`src/rtl/uart_core_if.sv`:
```
// Host-side FIFO port bundle of the UART core: RX FIFO read side and TX FIFO write side.
`timescale 1ns/1ps
interface uart_core_if;
    logic       rd_uart_en;
    logic       Enable_rx;
    logic [7:0] RX_data;
    logic       Empty;
    logic [7:0] TX_data;
    logic       wr_uart_en;
    logic       Full;

    modport master (
        output rd_uart_en, Enable_rx, TX_data, wr_uart_en,
        input  RX_data, Empty, Full
    );

    modport slave (
        input  rd_uart_en, Enable_rx, TX_data, wr_uart_en,
        output RX_data, Empty, Full
    );
endinterface

```
`src/rtl/uart_core.sv`:
```
// Full-duplex 8N1 UART with one first-word-fall-through byte FIFO per direction.
// Bit timing comes from an integer divide of the system clock by the baud rate.
`timescale 1ns/1ps
module uart_core #(
    parameter int C_BAUDRATE    = 115_200,
    parameter int C_SYSTEM_FREQ = 50_000_000,
    parameter int C_FIFO_DEPTH  = 16
) (
    input  logic       Clk,
    input  logic       Reset,
    input  logic       RX,
    output logic       TX,
    uart_core_if.slave host
);
    localparam int BIT_CYC = C_SYSTEM_FREQ / C_BAUDRATE;
    localparam int CW      = (BIT_CYC > 1) ? $clog2(BIT_CYC) : 1;
    localparam int AW      = $clog2(C_FIFO_DEPTH);
    localparam logic [CW-1:0] BIT_LAST  = CW'(BIT_CYC - 1);
    localparam logic [CW-1:0] HALF_LAST = CW'(BIT_CYC / 2 - 1);

    typedef enum logic [1:0] {ST_IDLE, ST_START, ST_DATA, ST_STOP} state_t;

    // ---------------- RX synchronizer and FSM ----------------
    logic rx_meta, rx_sync;

    always_ff @(posedge Clk or posedge Reset) begin
        if (Reset) begin
            rx_meta <= 1'b1;
            rx_sync <= 1'b1;
        end else begin
            rx_meta <= RX;
            rx_sync <= rx_meta;
        end
    end

    state_t          rx_state_reg, rx_state_next;
    logic [CW-1:0]   rx_cnt_reg, rx_cnt_next;
    logic [2:0]      rx_bit_reg, rx_bit_next;
    logic [7:0]      rx_shift_reg, rx_shift_next;
    logic            rx_push;

    always_ff @(posedge Clk or posedge Reset) begin
        if (Reset) begin
            rx_state_reg <= ST_IDLE;
            rx_cnt_reg   <= '0;
            rx_bit_reg   <= '0;
            rx_shift_reg <= '0;
        end else begin
            rx_state_reg <= rx_state_next;
            rx_cnt_reg   <= rx_cnt_next;
            rx_bit_reg   <= rx_bit_next;
            rx_shift_reg <= rx_shift_next;
        end
    end

    always_comb begin
        rx_state_next = rx_state_reg;
        rx_cnt_next   = rx_cnt_reg;
        rx_bit_next   = rx_bit_reg;
        rx_shift_next = rx_shift_reg;
        rx_push       = 1'b0;
        case (rx_state_reg)
            ST_IDLE: begin
                if (host.Enable_rx && !rx_sync) begin
                    rx_state_next = ST_START;
                    rx_cnt_next   = '0;
                end
            end
            ST_START: begin
                // A start bit that is gone by mid-bit is treated as line noise.
                if (rx_cnt_reg == HALF_LAST) begin
                    rx_cnt_next   = '0;
                    rx_bit_next   = '0;
                    rx_state_next = rx_sync ? ST_IDLE : ST_DATA;
                end else begin
                    rx_cnt_next = rx_cnt_reg + CW'(1);
                end
            end
            ST_DATA: begin
                if (rx_cnt_reg == BIT_LAST) begin
                    rx_cnt_next   = '0;
                    rx_shift_next = {rx_sync, rx_shift_reg[7:1]};
                    if (rx_bit_reg == 3'd7) rx_state_next = ST_STOP;
                    else                    rx_bit_next   = rx_bit_reg + 3'd1;
                end else begin
                    rx_cnt_next = rx_cnt_reg + CW'(1);
                end
            end
            ST_STOP: begin
                // Leaving at mid-stop lets an immediately following start bit be caught.
                if (rx_cnt_reg == BIT_LAST) begin
                    rx_push       = rx_sync;
                    rx_state_next = ST_IDLE;
                end else begin
                    rx_cnt_next = rx_cnt_reg + CW'(1);
                end
            end
            default: rx_state_next = ST_IDLE;
        endcase
    end

    // ---------------- RX FIFO ----------------
    logic [7:0]  rx_mem [C_FIFO_DEPTH];
    logic [AW:0] rx_wr_ptr_reg, rx_rd_ptr_reg;
    logic        rx_empty, rx_full, rx_pop, rx_wr_en;

    assign rx_empty = (rx_wr_ptr_reg == rx_rd_ptr_reg);
    assign rx_full  = (rx_wr_ptr_reg[AW] != rx_rd_ptr_reg[AW]) &&
                      (rx_wr_ptr_reg[AW-1:0] == rx_rd_ptr_reg[AW-1:0]);
    assign rx_pop   = host.rd_uart_en && !rx_empty;
    assign rx_wr_en = rx_push && (!rx_full || rx_pop);

    always_ff @(posedge Clk) begin
        if (rx_wr_en) rx_mem[rx_wr_ptr_reg[AW-1:0]] <= rx_shift_reg;
    end

    always_ff @(posedge Clk or posedge Reset) begin
        if (Reset) begin
            rx_wr_ptr_reg <= '0;
            rx_rd_ptr_reg <= '0;
        end else begin
            if (rx_wr_en) rx_wr_ptr_reg <= rx_wr_ptr_reg + 1'b1;
            if (rx_pop)   rx_rd_ptr_reg <= rx_rd_ptr_reg + 1'b1;
        end
    end

    assign host.RX_data = rx_empty ? 8'h00 : rx_mem[rx_rd_ptr_reg[AW-1:0]];
    assign host.Empty   = rx_empty;

    // ---------------- TX FIFO ----------------
    logic [7:0]  tx_mem [C_FIFO_DEPTH];
    logic [AW:0] tx_wr_ptr_reg, tx_rd_ptr_reg;
    logic        tx_empty, tx_full, tx_pop, tx_wr_en;

    assign tx_empty = (tx_wr_ptr_reg == tx_rd_ptr_reg);
    assign tx_full  = (tx_wr_ptr_reg[AW] != tx_rd_ptr_reg[AW]) &&
                      (tx_wr_ptr_reg[AW-1:0] == tx_rd_ptr_reg[AW-1:0]);
    assign tx_wr_en = host.wr_uart_en && !tx_full;

    always_ff @(posedge Clk) begin
        if (tx_wr_en) tx_mem[tx_wr_ptr_reg[AW-1:0]] <= host.TX_data;
    end

    always_ff @(posedge Clk or posedge Reset) begin
        if (Reset) begin
            tx_wr_ptr_reg <= '0;
            tx_rd_ptr_reg <= '0;
        end else begin
            if (tx_wr_en) tx_wr_ptr_reg <= tx_wr_ptr_reg + 1'b1;
            if (tx_pop)   tx_rd_ptr_reg <= tx_rd_ptr_reg + 1'b1;
        end
    end

    assign host.Full = tx_full;

    // ---------------- TX FSM ----------------
    state_t        tx_state_reg, tx_state_next;
    logic [CW-1:0] tx_cnt_reg, tx_cnt_next;
    logic [2:0]    tx_bit_reg, tx_bit_next;
    logic [7:0]    tx_shift_reg, tx_shift_next;
    logic          tx_line;

    always_ff @(posedge Clk or posedge Reset) begin
        if (Reset) begin
            tx_state_reg <= ST_IDLE;
            tx_cnt_reg   <= '0;
            tx_bit_reg   <= '0;
            tx_shift_reg <= '0;
        end else begin
            tx_state_reg <= tx_state_next;
            tx_cnt_reg   <= tx_cnt_next;
            tx_bit_reg   <= tx_bit_next;
            tx_shift_reg <= tx_shift_next;
        end
    end

    always_comb begin
        tx_state_next = tx_state_reg;
        tx_cnt_next   = tx_cnt_reg;
        tx_bit_next   = tx_bit_reg;
        tx_shift_next = tx_shift_reg;
        tx_pop        = 1'b0;
        tx_line       = 1'b1;
        case (tx_state_reg)
            ST_IDLE: begin
                if (!tx_empty) begin
                    tx_pop        = 1'b1;
                    tx_shift_next = tx_mem[tx_rd_ptr_reg[AW-1:0]];
                    tx_cnt_next   = '0;
                    tx_state_next = ST_START;
                end
            end
            ST_START: begin
                tx_line = 1'b0;
                if (tx_cnt_reg == BIT_LAST) begin
                    tx_cnt_next   = '0;
                    tx_bit_next   = '0;
                    tx_state_next = ST_DATA;
                end else begin
                    tx_cnt_next = tx_cnt_reg + CW'(1);
                end
            end
            ST_DATA: begin
                tx_line = tx_shift_reg[0];
                if (tx_cnt_reg == BIT_LAST) begin
                    tx_cnt_next   = '0;
                    tx_shift_next = {1'b0, tx_shift_reg[7:1]};
                    if (tx_bit_reg == 3'd7) tx_state_next = ST_STOP;
                    else                    tx_bit_next   = tx_bit_reg + 3'd1;
                end else begin
                    tx_cnt_next = tx_cnt_reg + CW'(1);
                end
            end
            ST_STOP: begin
                if (tx_cnt_reg == BIT_LAST) tx_state_next = ST_IDLE;
                else                        tx_cnt_next   = tx_cnt_reg + CW'(1);
            end
            default: tx_state_next = ST_IDLE;
        endcase
    end

    // Decoded from state so an asynchronous reset releases the line at once.
    assign TX = tx_line;
endmodule

```
`src/flat_wrapper.sv`:
```
// flat-port wrapper written by rule: the top's interface ports become plain ports
module uart_core_flat 
#(
    parameter int C_BAUDRATE    = 115_200,
    parameter int C_SYSTEM_FREQ = 50_000_000,
    parameter int C_FIFO_DEPTH  = 16
)
  (Clk, Reset, RX, TX, host_rd_uart_en, host_Enable_rx, host_TX_data, host_wr_uart_en, host_RX_data, host_Empty, host_Full);
  uart_core_if host_i ();
  input  logic Clk;
  input  logic Reset;
  input  logic RX;
  output logic TX;
  input wire logic [$bits(host_i.rd_uart_en)-1:0] host_rd_uart_en;
  input wire logic [$bits(host_i.Enable_rx)-1:0] host_Enable_rx;
  input wire logic [$bits(host_i.TX_data)-1:0] host_TX_data;
  input wire logic [$bits(host_i.wr_uart_en)-1:0] host_wr_uart_en;
  output wire logic [$bits(host_i.RX_data)-1:0] host_RX_data;
  output wire logic [$bits(host_i.Empty)-1:0] host_Empty;
  output wire logic [$bits(host_i.Full)-1:0] host_Full;
  assign host_i.rd_uart_en = host_rd_uart_en;
  assign host_i.Enable_rx = host_Enable_rx;
  assign host_i.TX_data = host_TX_data;
  assign host_i.wr_uart_en = host_wr_uart_en;
  assign host_RX_data = host_i.RX_data;
  assign host_Empty = host_i.Empty;
  assign host_Full = host_i.Full;
  uart_core #(.C_BAUDRATE(C_BAUDRATE), .C_SYSTEM_FREQ(C_SYSTEM_FREQ), .C_FIFO_DEPTH(C_FIFO_DEPTH)) u_core (.Clk(Clk), .Reset(Reset), .RX(RX), .TX(TX), .host(host_i));
endmodule
```
`config.mk`:
```
export PLATFORM = sky130hd
export DESIGN_NAME = uart_core_flat
export DESIGN_NICKNAME = d
export VERILOG_FILES = /design/src/rtl/uart_core_if.sv /design/src/rtl/uart_core.sv /design/src/flat_wrapper.sv
export SDC_FILE = /design/constraint.sdc
export NUM_CORES = 1
export LEC_CHECK = 0
export ABC_AREA = 1
export BUFFER_PORTS_ARGS = -buffer_cell sky130_fd_sc_hd__buf_2
export CAP_MARGIN = 10
export CORE_MARGIN = 2
export CORE_UTILIZATION = 60
export CTS_BUF_LIST = sky130_fd_sc_hd__clkbuf_4
export CTS_CLUSTER_DIAMETER = 40
export DETAILED_ROUTE_END_ITERATION = 10
export PLACE_DENSITY = 0.85
export SLEW_MARGIN = 40
export SYNTH_ARGS = -nofsm -noshare
export SYNTH_HDL_FRONTEND = slang
export SYNTH_SLANG_ARGS = --single-unit
export TNS_END_PERCENT = 1
```
`constraint.sdc`:
```
create_clock -name Clk -period 2.59 [get_ports Clk]
set_input_delay 0.259 -clock Clk [delete_from_list [all_inputs] [get_ports Clk]]
set_output_delay 0.259 -clock Clk [all_outputs]
set_load 0.05 [all_outputs]
```
==> metrics.md <==
| Metric | Value |
|---|---|
| Placed cells | 1737 |
| Post-route insts no fill | 1904 |
| Row count | 56 |
| Switching pwr | 5000 uW |
| Max Freq | 381 MHz |
| Largest net degree at the start of global routing | 67 |
| Via Count | 10500 |
| CTS max path bufs | 3 |
| Most frequent cell on the critical path | nand2_1 |
| Initial drt markers | 965 |
| CTS root buffer | clkbuf_4 |
| Antenna-violating nets left | 0 |
| Slack of the critical path | -0.0357 ns |
| Area of the multi-input gates | 4490 sq um |
| Reg2reg start | u_core.rx_cnt_reg[1] |
| Final period util | 101% |
| Count leader, synth | nand2_1 |
| Startpoint class of the critical path | register |
| HP Class | input port to register |
| Async S/R FF share, synth | 20.5% |
| Crit-path cells | clkinv_4, buf_12, o21ai_0, o22ai_1, nand2_1, nand2_1, inv_1, a21oi_2, buf_4 |
| CP Capture Type | primary output |
| Final Critical Period | 2.63 ns |
| CP max stage delay | 0.47 ns |
| Synth Instances | 1400 |
| CP arrival | 2.37 ns |
| Fillers | 1602 |
| Final setup violation count | 1 |
| Final core utilization | 70.1% |
| Hold EP | u_core.rx_rd_ptr_reg[0] |
| Pre-antenna DRT Iters | 5 |
| Hold path startpoint | host_rd_uart_en |
| Share of post-route cells with drive strength above 1 | 17.6% |
| Combinational power share | 27.9% |
| Hold depth | 3 |
| Finished Cell Area | 16600 sq um |
| Critical Path RT | 2.33 ns |
| Initial core utilization | 61.4% |
| Leak | 0.00690 uW |
| Total CTS buffers | 80 |
| DP Worst Slack | 0.232 ns |
| Detailed Place HPWL | 20.0 mm |
| Gr ovfl total | 0 |
| Max transition margin | 43.1% |
| Worst-Margin Slew | 0.853 ns |
| Worst-Skew Late Latency | 0.70 ns |
| Max cap viols | 0 |
| Mean Syn Cell Area | 10.3 sq um |
| Critical path's top delay family | buffers and inverters |
| Synthesized cell area | 14500 sq um |
| Clock network power share | 30.4% |
| # DRC | 0 |
| Die Y | 159 um |
| # H-tree levels | 3 |
| Post-synth net total | 1438 |
| Clock Skew | 0.0603 ns |
| Most area-consuming cells after synthesis | edfxtp_1, dfrtp_1, nand2_1 |
| Bufs and invs on worst path | 4 |
| Yosys top cell area share | 53.1% |
| Sequential fraction of the synthesis area | 64.5% |
| Max-slew violations | 0 |
| CTS sink cnt | 322 |
| Vias in the first global route | 10500 |
| Final weighted congestion in routability-driven placement | 0.918 |
| Sequential Power Share | 41.7% |
| Internal power | 9640 uW |
| Synth warn | 0 |
| Reg clk slew, reported paths | 0.06 ns |
| FF/Latch Area | 9350 sq um |
| I/O pin total | 25 |
| Top post-synthesis cells by count | nand2_1, edfxtp_1, nor2_1 |
| Final hold viol count | 0 |
| Number of flops mapped to enable cells by yosys | 256 |
| Layout overhead on the synthesized area | 14.2% |
| Worst flop-to-flop path endpoint | u_core.rx_mem[14][2] |
| PD cells | 884 nW/um^2 |
| Placed cell area | 15100 sq um |
| RSZ-0062 raised after global routing | yes |
| Setup CP Type | register to primary output |
| Buffers on Ports | 24 |
| Maximum vdd drop | 1.20 mV |
| Die width | 159 um |
| Final WL | 32.8 mm |
| Post-synth cell types | 40 |
| Worst hold margin | 0.0552 ns |
| Reg2Reg Depth | 11 |
| Number of synthesized register bits | 322 |
| Largest area contributor in the synthesized netlist | edfxtp_1 |
| R2r setup slk | 0.23 ns |
| Initial antenna violation count | 1 |
| GRT Total Usage | 25.8% |
| Sw Ratio | 34.1% |
| Core area | 23600 sq um |
| Nets | 1555 |
| Critical Path Fanout Max | 14 |
| Vias per cell | 5.54 |
| CTS tree | built |
| Outcome | finished with violations |
| Violated checks | negative setup slack |
| Routed WL per cell | 17.2 um |
| First-pass GRT wire length | 51.9 mm |
| CP max stage cell | dfrtp_2 |
| Die ar. | 25400 sq um |
| Most used DFF post-synth | edfxtp_1 |
## cell families (layout without fill, tap and decap cells)
kind of cell               Yosys count  in the layout  synth area share [%]
buffers and inverters              167            351                  4.68
other                                0              1                     0
DFF                                322            322                  64.5
AOI/OAI and AO/OA                  169            169                  6.54
and+or+nand+nor                    686            686                  20.2
xor gates and xnor gates            25             25                  1.51
muxes                                7              7                 0.544
adders and majority gates           24             24                  2.07
## power groups by stage
| stage | sequential, uW | combinational, uW | clock, uW |
|---|---|---|---|
| after detailed placement | 6190 | 3580 | 0 |
| final | 6100 | 4090 | 4450 |
| after floorplan | 6130 | 2650 | 0 |
| after CTS | 6100 | 3850 | 4500 |
| after global routing | 6130 | 4430 | 4780 |
| after global placement | 6170 | 3510 | 0 |
## metal layers
metal  vias up  track usage (%)  routed length, um
met2       518             43.8              16400
met1      4911             32.4              12400
met5         -                0                  0
met4         0             10.8               1100
met3        90             5.26               2860
li1       5022                -                  -
## placed cells by master, fill, tap and decap left out, types with 11 or more instances in the layout
cell	Yosys	layout
inv_1	102	98
edfxtp_1	256	256
clkinv_1	3	18
o21ai_0	98	94
ha_1	24	24
clkbuf_4	0	124
inv_2	9	12
dfrtp_1	64	61
dlygate4sd3_1	0	11
nor2_1	167	166
buf_2	27	14
nand4_1	17	17
o22ai_1	16	16
o211ai_1	20	20
nand3_1	105	105
buf_4	2	49
nand2_1	358	358
a21oi_1	22	19
xor2_1	17	17
## worst register-to-register path, delay by kind of cell, from the launching register on
| family | cells | cell delay, ns |
|---|---|---|
| AND/OR/NAND/NOR | 7 | 1.16 |
| buffers and inverters | 3 | 0.40 |
| flip-flops | 1 | 0.39 |
| adder cells (fa/ha/maj) | 1 | 0.15 |
## layout make-up
| class | instances | share of cell area (%) |
|---|---|---|
| multi-input combinational | 911 | 27.1 |
| clock buffer | 122 | 5.53 |
| antenna | 1 | 0.0151 |
| inverter | 115 | 2.68 |
| tap | 319 | 2.41 |
| sequential | 322 | 56.5 |
| timing repair buffer | 87 | 4.68 |
| clock inverter | 27 | 1.10 |
## stage by stage
stage	setup TNS [ns]	total power (uW)
6_report	-0.0357	14600
5_1_grt	-0.700	15300
4_1_cts	-0.00308	14400
3_5_place_dp	0	9780
3_3_place_gp	0	9690
2_1_floorplan	0	8780
## repair_timing
| action | CTS | global route |
|---|---|---|
| resized for setup | 21 | 16 |
| setup buffers | 2 | 1 |
| gates cloned | 1 | 2 |
| hold buffers | 11 | 0 |
| setup endpoints to repair | 8 | 10 |
| hold endpoints to repair | 148 | 0 |
| pin swaps | 2 | 4 |
## worst max path at each step
stage	end	depth (start not counted)	slack [ns]	from
final	host_RX_data[1]	9	-0.04	u_core.rx_rd_ptr_reg[0]
after global routing	host_RX_data[7]	8	-0.11	u_core.rx_rd_ptr_reg[0]
after global placement	u_core.rx_mem[14][3]	11	0.32	u_core.rx_cnt_reg[1]
after detailed placement	u_core.rx_mem[14][3]	11	0.23	u_core.rx_cnt_reg[1]
after CTS	host_RX_data[2]	7	-0.002	u_core.rx_rd_ptr_reg[0]
after floorplan	host_RX_data[0]	7	0.36	u_core.rx_rd_ptr_reg[0]
No activity file was read; power rests on OpenSTA's default activity.
